File: config.mk
export PLATFORM = sky130hd
export DESIGN_NAME = seq_calculator
export DESIGN_NICKNAME = d
export VERILOG_FILES = /design/src/rtl/calc_pkg.sv /design/src/rtl/div_restoring_step.sv /design/src/rtl/seq_calculator.sv
export SDC_FILE = /design/constraint.sdc
export NUM_CORES = 1
export LEC_CHECK = 0
export CAP_MARGIN = 20
export CORE_UTILIZATION = 35
export DETAILED_ROUTE_END_ITERATION = 8
export DONT_BUFFER_PORTS = 1
export PLACE_DENSITY_LB_ADDON = 0.2
export RECOVER_POWER = 25
export SKIP_LAST_GASP = 1
export SLEW_MARGIN = 30
export SYNTH_ARGS = -nofsm -noshare
export SYNTH_HDL_FRONTEND = slang
export SYNTH_SLANG_ARGS = --single-unit
File: constraint.sdc
create_clock -name clk -period 4.3 [get_ports clk]
set_input_delay 0.215 -clock clk [delete_from_list [all_inputs] [get_ports clk]]
set_output_delay 0.215 -clock clk [all_outputs]
set_load 0.01 [all_outputs]
File: src/rtl/calc_pkg.sv
// Shared types for the sequential calculator:
// opcodes and controller states.
package calc_pkg;

   typedef enum logic [1:0] {
      OP_ADD = 2'b00,
      OP_SUB = 2'b01,
      OP_MUL = 2'b10,
      OP_DIV = 2'b11
   } op_e;

   typedef enum logic [1:0] {
      IDLE = 2'd0,
      DIV  = 2'd1,
      DONE = 2'd2
   } state_e;

endpackage

File: src/rtl/div_restoring_step.sv
// One restoring-division step: shift the next dividend
// bit into the remainder, subtract the divisor if it fits.
module div_restoring_step #(
   parameter int WIDTH = 8
) (
   input  logic [WIDTH-1:0] i_rem,
   input  logic [WIDTH-1:0] i_quo,
   input  logic [WIDTH-1:0] i_div,
   output logic [WIDTH-1:0] o_rem,
   output logic [WIDTH-1:0] o_quo
);

   logic [WIDTH:0] w_shift;
   logic [WIDTH:0] w_diff;

   assign w_shift = {i_rem, i_quo[WIDTH-1]};
   assign w_diff  = w_shift - {1'b0, i_div};

   // A borrow means the divisor did not fit: restore.
   always_comb begin
      o_rem = w_diff[WIDTH-1:0];
      o_quo = {i_quo[WIDTH-2:0], 1'b1};
      if (w_diff[WIDTH]) begin
         o_rem = w_shift[WIDTH-1:0];
         o_quo = {i_quo[WIDTH-2:0], 1'b0};
      end
   end

endmodule

File: src/rtl/seq_calculator.sv
// Handshaked four-function calculator; add/sub/mul finish
// in one cycle, divide iterates one bit per cycle.
module seq_calculator
   import calc_pkg::*;
#(
   parameter int WIDTH = 8
) (
   input  logic               clk,
   input  logic               rst_n,
   input  logic               in_valid,
   output logic               in_ready,
   input  logic [WIDTH-1:0]   first_num,
   input  logic [WIDTH-1:0]   second_num,
   input  logic [1:0]         operation,
   output logic               out_valid,
   input  logic               out_ready,
   output logic [2*WIDTH-1:0] result,
   output logic               div_by_zero
);

   localparam int CW = (WIDTH > 1) ? $clog2(WIDTH) : 1;
   localparam logic [CW-1:0] LAST = CW'(WIDTH - 1);

   state_e             r_state;
   state_e             w_next;
   logic [WIDTH-1:0]   r_rem;
   logic [WIDTH-1:0]   r_quo;
   logic [WIDTH-1:0]   r_div;
   logic [CW-1:0]      r_cnt;
   logic [2*WIDTH-1:0] r_result;
   logic               r_dbz;

   logic [WIDTH-1:0]   w_rem_n;
   logic [WIDTH-1:0]   w_quo_n;
   logic [2*WIDTH-1:0] w_alu;
   logic [2*WIDTH-1:0] w_a;
   logic [2*WIDTH-1:0] w_b;
   logic               w_accept;
   logic               w_is_div;
   logic               w_iterate;
   op_e                w_op;

   assign w_op      = op_e'(operation);
   assign w_a       = {{WIDTH{1'b0}}, first_num};
   assign w_b       = {{WIDTH{1'b0}}, second_num};
   assign w_accept  = in_valid && (r_state == IDLE);
   assign w_is_div  = (w_op == OP_DIV);
   assign w_iterate = w_is_div && (second_num != '0);

   div_restoring_step #(.WIDTH(WIDTH)) u_step (
      .i_rem (r_rem),
      .i_quo (r_quo),
      .i_div (r_div),
      .o_rem (w_rem_n),
      .o_quo (w_quo_n)
   );

   // Divide-by-zero: quotient all ones, remainder = A.
   always_comb begin
      w_alu = '0;
      unique case (w_op)
         OP_ADD: w_alu = w_a + w_b;
         OP_SUB: w_alu = w_b - w_a;
         OP_MUL: w_alu = w_a * w_b;
         OP_DIV: w_alu = {first_num, {WIDTH{1'b1}}};
      endcase
   end

   always_ff @(posedge clk) begin
      if (!rst_n) r_state <= IDLE;
      else        r_state <= w_next;
   end

   always_comb begin
      w_next = r_state;
      unique case (r_state)
         IDLE: if (w_accept) w_next = w_iterate ? DIV : DONE;
         DIV:  if (r_cnt == LAST) w_next = DONE;
         DONE: if (out_ready) w_next = IDLE;
         default: w_next = IDLE;
      endcase
   end

   always_comb begin
      in_ready    = (r_state == IDLE);
      out_valid   = (r_state == DONE);
      result      = r_result;
      div_by_zero = r_dbz;
   end

   always_ff @(posedge clk) begin
      if (!rst_n) begin
         r_rem    <= '0;
         r_quo    <= '0;
         r_div    <= '0;
         r_cnt    <= '0;
         r_result <= '0;
         r_dbz    <= 1'b0;
      end else begin
         unique case (r_state)
            IDLE: if (w_accept) begin
               r_rem <= '0;
               r_quo <= first_num;
               r_div <= second_num;
               r_cnt <= '0;
               if (!w_iterate) begin
                  r_result <= w_alu;
                  r_dbz    <= w_is_div;
               end
            end
            DIV: begin
               r_rem <= w_rem_n;
               r_quo <= w_quo_n;
               if (r_cnt == LAST) begin
                  r_result <= {w_rem_n, w_quo_n};
                  r_dbz    <= 1'b0;
               end else begin
                  r_cnt <= r_cnt + 1'b1;
               end
            end
            default: ;
         endcase
      end
   end

endmodule

== Yosys cells after proc, flatten, opt, wreduce, memory -nomap -nowiden ==
Cells that the tools add are included.
Storage, ports and cells
  bits in registers: 46
  logic and storage cells: 57
  bits of input ports: 22
  output and inout bits: 19
Cells by class
  equality and inequality tests: 11
  reductions and logical operators: 11
  multiply operators: 1
  multiplexer cells: 23
  $add $sub $neg: 4
Operator list (count)
  16-bit one-hot mux with 4 select lines: 1
  16-bit two-way mux: 3
  16-bit one-hot mux with 2 select lines: 1
  8-bit one-hot mux with 2 select lines: 2
  8-bit two-way mux: 3
  8-bit by 8-bit multiplier with 16-bit output: 1
  8-bit by 8-bit adder with 9-bit output: 1
  8-bit by 8-bit subtractor with 9-bit output: 1
  9-bit by 8-bit subtractor with 9-bit output: 1
  2-bit two-way mux: 4
  8-bit nonzero test: 1
  2-bit equality test, second input constant: 3
  3-bit two-way mux: 2
  2-bit != test, second input constant: 3
  2-bit one-hot mux with 3 select lines: 1
  3-bit one-hot mux with 2 select lines: 1
  3-bit AND reduction: 2
  2-bit by 1-bit equality test with 1-bit output, second input constant: 2
  2-bit zero test: 2
  1-bit two-way mux: 4
  2-bit by 1-bit != test with 1-bit output, second input constant: 2
  2-bit AND reduction: 2
  4-bit AND reduction: 1
  3-bit by 1-bit adder with 3-bit output, second input constant: 1
  4 further kinds: 5

== Logic depth before layout (Yosys ltp) ==
Gate-level depths: netlist of run 1.
  depth in word-level cells: 5
  gate-level depth with buffers: 17
  gate-level depth less buffers: 16

== Cells and area by module ==
From an unflattened synthesis of run 1, not the netlist that was laid out.
Unflattened totals
  cell total of the unflattened synthesis: 672
  area, all modules: 5569.1 um^2
By module, submodules not included
  seq_calculator: sequential area each 920.9 um^2, cells an instance 607, area an instance 5031.1 um^2, instances 1
  div_restoring_step: sequential area each 0.0 um^2, cells an instance 65, area an instance 538.0 um^2, instances 1

== Worst setup path before layout of run 1 ==
No wires, ideal clock.
  kind: input port to flip-flop
  from: in first_num[4]
  to: reg r_result[10], in the netlist result[10]
  path buffers: 0
  slack: 0.270 ns
  data arrival time: 3.956 ns
  cell stages on the path: 14
  required time: 4.226 ns
  path through: ha_1 -> fa_1 -> fa_1 -> fa_1 -> inv_1 -> fa_1 -> inv_1 -> ha_1 -> or2_2 -> a311o_1 -> a31oi_1 -> xnor2_1 -> o21ai_0 -> a31oi_1
On the way
  longest elaborated chain between the ends: 5
  elaborated cells on any way between the ends: 6
  those cells by class: 1 x add/sub; 1 x mul; 4 x mux
RTL lines
  start, declared: RTL line seq_calculator.sv:12  | input logic [WIDTH-1:0] first_num,
  8-bit by 8-bit multiplier with 16-bit output / 8-bit by 8-bit subtractor with 9-bit output (equally long branches): RTL line seq_calculator.sv:64, seq_calculator.sv:63
  16-bit one-hot mux with 4 select lines *: RTL line seq_calculator.sv:61  | unique case (w_op)
  16-bit two-way mux *: RTL line seq_calculator.sv:106  | if (!w_iterate) begin
  16-bit two-way mux *: RTL line seq_calculator.sv:101  | IDLE: if (w_accept) begin
  16-bit one-hot mux with 2 select lines *: RTL line seq_calculator.sv:100  | unique case (r_state)
  end signal, assigned: RTL line seq_calculator.sv:107  | r_result <= w_alu;
  end signal, assigned: RTL line seq_calculator.sv:115  | r_result <= {w_rem_n, w_quo_n};
  end, declared: RTL line seq_calculator.sv:30  | logic [2*WIDTH-1:0] r_result;
Mark *: on every way between the ends. The rest lies on a longest branch, timed or not. The select of a mux whose other input is x is not followed.
A chain may end at the register's enable or synchronous reset.

== Worst setup path in the final report of run 1 ==
  from: in first_num[1]
  to: reg r_result[11], in the netlist result[11]
Same word-level chain as after synthesis.

==> summary.txt, run 1 <==
Total gr overflow: 0
Initial DRT Pass Iterations: 5
Mapped Area: 5460 µm²
Largest net degree at the start of global routing: 41
Via density: 5.62
Die area: 16100 µm²
Yosys warns: 0
Drt initial violations: 258
CP Class: in2reg
Number of synthesized flops with an enable pin: 0
Vias in the first global route: 4979
Dpl ws: -0.0324 ns
CP peak stage delay: 0.56 ns
Comb pwr share: 57.7%
Crit path required time: 4.51 ns
Ys flop type: dfxtp_1
Total CTS buffers: 5
RSZ-0062 raised after global routing: no
Final period util: 93.8%
Max-cap violations: 0
CP max-delay cell: fa_1
N_diodes: 0
Fin Clk Skew: 0.00640 ns
Seq/Total Area, Yosys: 16.9%
Crit path launch type: input pin
Clk pin slew, worst setup/hold paths: 0.06 ns
WL/cell: 19.1 µm
PnR Total Power: 2.05 mW
Clk network pwr share: 18.3%
Area Growth Syn to Fin: 7.13%
CTS tree: done
Vias post-DR: 4891
Switching share of power: 42.6%
Pwr dens: 351 nW/µm²
Share of cells above drive strength 1: 5.27%
Number of nets with antenna violations after routing: 0
Clock Sinks: 46
CP arrival: 4.24 ns
Final Setup Violations: 0
Worst slew pin tran: 0.972 ns
Crit path buffers/inverters: 2
Hold Violations, Final: 0
Die Span Y: 127 µm
Yosys cell types: 67
Nets: 807
Detailed-placement wirelength estimate: 13100 µm
Initial core utilization: 35.9%
Rows: 45
H-tree levels: 2
Dominant cell by count in the synthesized netlist: inv_1
VDD IR max: 141 µV
Core Area: 15200 µm²
Crit path max fanout: 10
Routability Congestion: 0.838
Lkg Pwr: 2.56 nW
Async S/R FF share, synth: 0%
Tmin final: 4.04 ns
I/O pin cnt: 41
Most common cell on crit path: fa_1
Internal: 1.18 mW
Clk root buf: clkbuf_16
Initial antenna violation count: 0
DRC: 0
Setup bufs post-CTS: 0
First-pass GRT wire length: 26700 µm
Die width: 127 µm
Largest cells by area after synthesis: dfxtp_1, fa_1, ha_1, inv_1, nand2_1
Setup TNS: 0 ns
Largest area contributor in the netlist: dfxtp_1
Top-area cell type share of the netlist area: 16.9%
HP Class: in2reg
Seq cells post-synth: 46
Max Clock Freq: 248 MHz
Sequential share of power: 24.0%
Total detailed-routing wirelength: 16600 µm
Final Cell Area: 5840 µm²
Dpl cell area: 5700 µm²
Crit. End Element: flop
Longest Clk Path Bufs: 2
Syn Area/Cell: 7.91 µm²
CP cell instances: and2_1 > fa_1 > fa_1 > inv_1 > fa_1 > fa_1 > inv_1 > ha_1 > o21ai_0 > o21ai_0 > and3_1 > nor3_1 > o21ai_0 > a31oi_1
Clk_lat worst skew: 0.28 ns
Synth Instances: 690
Synth cell count leaders: inv_1, nand2_1, ha_1, dfxtp_1, nor2_1
NetSw: 0.875 mW
Fin. max-slew vios: 0
Status: finished, final reports clean
Family with the most delay on the worst path: adder cells
Count of input and output buffers: 0
GRT Resource Usage Total: 21.2%
Rel. slew slack: 35.0%
Post-Syn Nets: 813
Final WS setup: 0.265 ns
[path summary, 6_finish.rpt]
path	start	endpoint	slack, ns	cells past startpoint
worst min register to register	r_div[1]$_SDFFE_PN0P_	r_div[1]$_SDFFE_PN0P_	0.46	2
worst max register to register	r_quo[7]$_SDFFE_PN0P_	result[15]$_SDFFE_PN0P_	1.29	10
worst min-delay path	rst_n	r_rem[7]$_SDFFE_PN0P_	0.06	1
worst max-delay path	first_num[1]	result[11]$_SDFFE_PN0P_	0.26	14
[registers in the layout, summed over array words and instances (netlist names)]
register and count:
div_by_zero 1, result 16, r_state 2, r_cnt 3, r_div 8, r_quo 8, r_rem 8
[per-layer routing]
metal | wire length [µm] | GRT usage [%] | vias to the layer above
li1 | - | - | 2371
met1 | 7710 | 29.4 | 2375
met2 | 7860 | 35.3 | 129
met3 | 860 | 2.49 | 16
met4 | 214 | 4.41 | 0
met5 | 0 | 0 | -
[area by class of cell]
cell class | instances | area (µm²)
clock buffer | 6 | 139
fill | 1584 | 9360
timing repair buffer | 15 | 113
inverter | 82 | 308
multi-input combinational | 534 | 4130
tap | 188 | 235
sequential | 46 | 921
[logic make-up (layout without fill, tap and decap cells)]
kind of cell    after synthesis  after routing  synth area share [%]
mux                           8              8                  1.51
buf+inv                     110            103                  7.68
fa+ha+maj                   101            101                  28.5
compound gates              194            194                  23.5
simple gates                218            218                  19.8
flops                        46             46                  16.9
xor+xnor                     13             13                  2.09
[timing repair]
item	in CTS	in global routing
endpoints found under the setup margin	0	1
endpoints found under the hold margin	0	0
resized for setup	0	2
hold buffers	0	0
[power groups by stage]
stage          clock network (mW)  registers [mW]  logic [mW]
2_1_floorplan                   0           0.492       0.872
3_3_place_gp                    0           0.501        1.18
3_5_place_dp                    0           0.502        1.17
4_1_cts                     0.384           0.492        1.18
5_1_grt                     0.403           0.496        1.34
6_report                    0.376           0.492        1.18
[stage by stage]
| step | hold WS [ns] | utilization [%] | cells |
|---|---|---|---|
| floorplan | 0.360 | - | 690 |
| global placement | 0.340 | 37.5 | 865 |
| detailed placement | 0.345 | 37.5 | 865 |
| CTS | 0.0531 | 38.4 | 871 |
| global route | 0.0539 | 38.4 | 871 |
| finish | 0.0584 | 38.4 | 871 |
[placed cells by master (no fill, tap or decap), drive strengths merged, types with 2 or more instances in the layout]
cell    synthesis  routed
and2           36      36
nand2b          6       6
nand2          71      71
nand4           5       5
xnor2           9       9
o41ai           2       2
o21bai          4       4
o221ai          2       2
dfxtp          46      46
nor3           15      15
or4             4       4
buf             5      15
a311oi          3       3
inv            81      81
nor2b          10      10
a21o            6       6
nor4            2       2
a211o           2       2
o21ai          42      42
o211ai         10      10
a22oi           8       8
mux2            2       2
nor2           44      44
fa             39      39
mux2i           6       6
o31a            3       3
o31ai           3       3
nand3          13      13
a21oi          44      44
ha             62      62
a211oi          9       9
clkbuf         23       6
a31oi          16      16
nor4b           2       2
and3            5       5
or3             2       2
xor2            4       4
a21boi         15      15
o21a            8       8
Power figures use the tool's default switching activity.
==> run 2: changes to the inputs <==
==> constraint.sdc (replaced) <==
create_clock -name clk -period 4 [get_ports clk]
set_input_delay 0.2 -clock clk [delete_from_list [all_inputs] [get_ports clk]]
set_output_delay 0.2 -clock clk [all_outputs]
set_load 0.01 [all_outputs]
==> run 2 against run 1 <==
  * Cell area is 2.6% higher
  * Worst hold slack got worse by 0.021 ns
  * First-iteration DRC count increased by 5.8%
==> summary.txt, run 2 (synthesized netlist as in run 1, its figures left out) <==
Count of input and output buffers: 0 (unchanged)
Fin Clk Skew: 0.00698 ns (was 0.00640 ns)
VDD IR max: 182 µV (was 141 µV)
Hold Violations, Final: 0 (unchanged)
Crit. End Element: flop (unchanged)
Vias in the first global route: 5021 (was 4979)
Lkg Pwr: 2.64 nW (was 2.56 nW)
Total detailed-routing wirelength: 16700 µm (was 16600 µm)
Comb pwr share: 58.4% (was 57.7%)
Crit path required time: 4.22 ns (was 4.51 ns)
Final Setup Violations: 0 (unchanged)
GRT Resource Usage Total: 21.1% (was 21.2%)
RR Endpoint: result[15]$_SDFFE_PN0P_ (unchanged)
I/O pin cnt: 41 (unchanged)
Die width: 127 µm (unchanged)
HP Class: in2reg (unchanged)
N_diodes: 0 (unchanged)
Placed Instances: 876 (was 865)
NetSw: 0.990 mW (was 0.875 mW)
Initial antenna violation count: 0 (unchanged)
Rows: 45 (unchanged)
Detailed-placement wirelength estimate: 13000 µm (was 13100 µm)
Total gr overflow: 0 (unchanged)
Total CTS buffers: 5 (unchanged)
CTS tree: done (unchanged)
Clk network pwr share: 19.9% (was 18.3%)
WL/cell: 18.9 µm (was 19.1 µm)
Most common cell after layout, fill and taps aside: inv_1 (unchanged)
Die area: 16100 µm² (unchanged)
Tmin final: 3.82 ns
Hold Slack: 0.0370 ns (was 0.0584 ns)
Vias post-DR: 5047 (was 4891)
Pwr dens: 406 nW/µm² (was 351 nW/µm²)
Reg2Reg Launch Point: r_quo[7]$_SDFFE_PN0P_ (unchanged)
Area Growth Syn to Fin: 9.93% (was 7.13%)
Clk root buf: clkbuf_16 (unchanged)
Setup TNS: 0 ns (unchanged)
Initial core utilization: 35.9% (unchanged)
CP Class: in2reg (unchanged)
Longest Clk Path Bufs: 2 (unchanged)
Hold Path Origin: rst_n (unchanged)
Worst-case reg-to-reg path depth: 10 (unchanged)
Core Area: 15200 µm² (unchanged)
Nets: 819 (was 807)
Number of nets with antenna violations after routing: 0 (unchanged)
Rel. slew slack: 57.1% (was 35.0%)
Commonest cells after routing, fill and taps aside: inv_1, nand2_1, ha_1 (unchanged)
Internal: 1.44 mW (was 1.18 mW)
Clock Sinks: 46 (unchanged)
R2R Setup Slk: 1.01 ns (was 1.29 ns)
H-tree levels: 2 (unchanged)
Crit path to: result[12]$_SDFFE_PN0P_ (was result[11]$_SDFFE_PN0P_)
Switching share of power: 40.7% (was 42.6%)
Max reg flops: 16 (unchanged)
Status: finished, final reports clean (unchanged)
RSZ-0062 raised after global routing: yes (was no)
CP arrival: 4.04 ns (was 4.24 ns)
PnR Total Power: 2.43 mW (was 2.05 mW)
Clk_lat worst skew: 0.29 ns (was 0.28 ns)
Fin cells: 884 (was 871)
Max-cap violations: 0 (unchanged)
Worst slew pin tran: 0.644 ns (was 0.972 ns)
Share of cells above drive strength 1: 7.90% (was 5.27%)
Drt initial violations: 273 (was 258)
Crit path max fanout: 11 (was 10)
Clk pin slew, worst setup/hold paths: 0.07 ns (was 0.06 ns)
Routability Congestion: 0.895 (was 0.838)
Fin. max-slew vios: 0 (unchanged)
Die Span Y: 127 µm (unchanged)
Largest net degree at the start of global routing: 41 (unchanged)
Initial DRT Pass Iterations: 5 (unchanged)
Final period util: 95.6%
DRC: 0 (unchanged)
Sequential share of power: 21.8% (was 24.0%)
Crit. Startpoint: first_num[0] (was first_num[1])
Via density: 5.71 (was 5.62)
First-pass GRT wire length: 26600 µm (was 26700 µm)
Crit path launch type: input pin (unchanged)
Max Clock Freq: 262 MHz
[run 2: cell count changes in the layout (fill, tap and decap cells not counted), sizes merged]
cell / change
buf: +12
bufinv: +1
[run 2: cell type report]
class,instances,area [µm²]
fill,1584,9210
multi-input combinational,534,4160
sequential,46,921
inverter,82,308
tap,188,235
timing repair buffer,27,203
clock buffer,6,139
clock inverter,1,30.0
[run 2: worst min-delay path by stage]
| stage | slack [ns] | to | cells past startpoint |
|---|---|---|---|
| after floorplan | 0.34 | r_div[0]$_SDFFE_PN0P_ | 2 |
| after global placement | 0.32 | r_rem[7]$_SDFFE_PN0P_ | 1 |
| after detailed placement | 0.33 | r_rem[7]$_SDFFE_PN0P_ | 1 |
| after CTS | 0.04 | r_rem[7]$_SDFFE_PN0P_ | 1 |
| after global routing | 0.04 | r_rem[7]$_SDFFE_PN0P_ | 1 |
| final | 0.04 | r_rem[7]$_SDFFE_PN0P_ | 1 |
[run 2: repair_timing]
action	4_1_cts	5_1_grt
endpoints found under the setup margin	0	5
hold buffers	0	0
gates resized for setup	0	10
hold endpoints to repair	0	0
buffers inserted	0	1
[run 2: routing by layer]
metal	wire (µm)	global-route usage, %	vias up
met2	7890	36.3	156
li1	-	-	2402
met3	938	3.04	24
met4	291	4.69	0
met1	7560	27.9	2465
met5	0	0	-
[run 2: worst max-delay path, cell delays in order]
cell      delay, ns
nand2_1        0.06
fa_1           0.50
fa_1           0.55
inv_1          0.06
fa_1           0.53
inv_1          0.06
fa_1           0.53
inv_1          0.04
ha_1           0.35
and3_1         0.17
a221o_1        0.36
a211oi_2       0.24
xnor2_1        0.14
nand2_1        0.07
a31oi_1        0.17
[run 2: metrics by stage]
stage / setup WS, ns / utilization, % / area (µm²)
after floorplan: 0.0331 / - / 5460
after global placement: -0.219 / 38.0 / 5780
after detailed placement: -0.207 / 38.0 / 5780
after CTS: 0.0686 / 39.2 / 5950
after global routing: -0.0591 / 39.4 / 6000
final: 0.177 / 39.4 / 6000
[run 2: power groups by stage]
stage	combinational (mW)	clock, mW	sequential (mW)
after detailed placement	1.34	0	0.541
final	1.42	0.483	0.530
after global routing	1.59	0.503	0.535
after CTS	1.35	0.490	0.530
after global placement	1.33	0	0.540
after floorplan	0.937	0	0.528
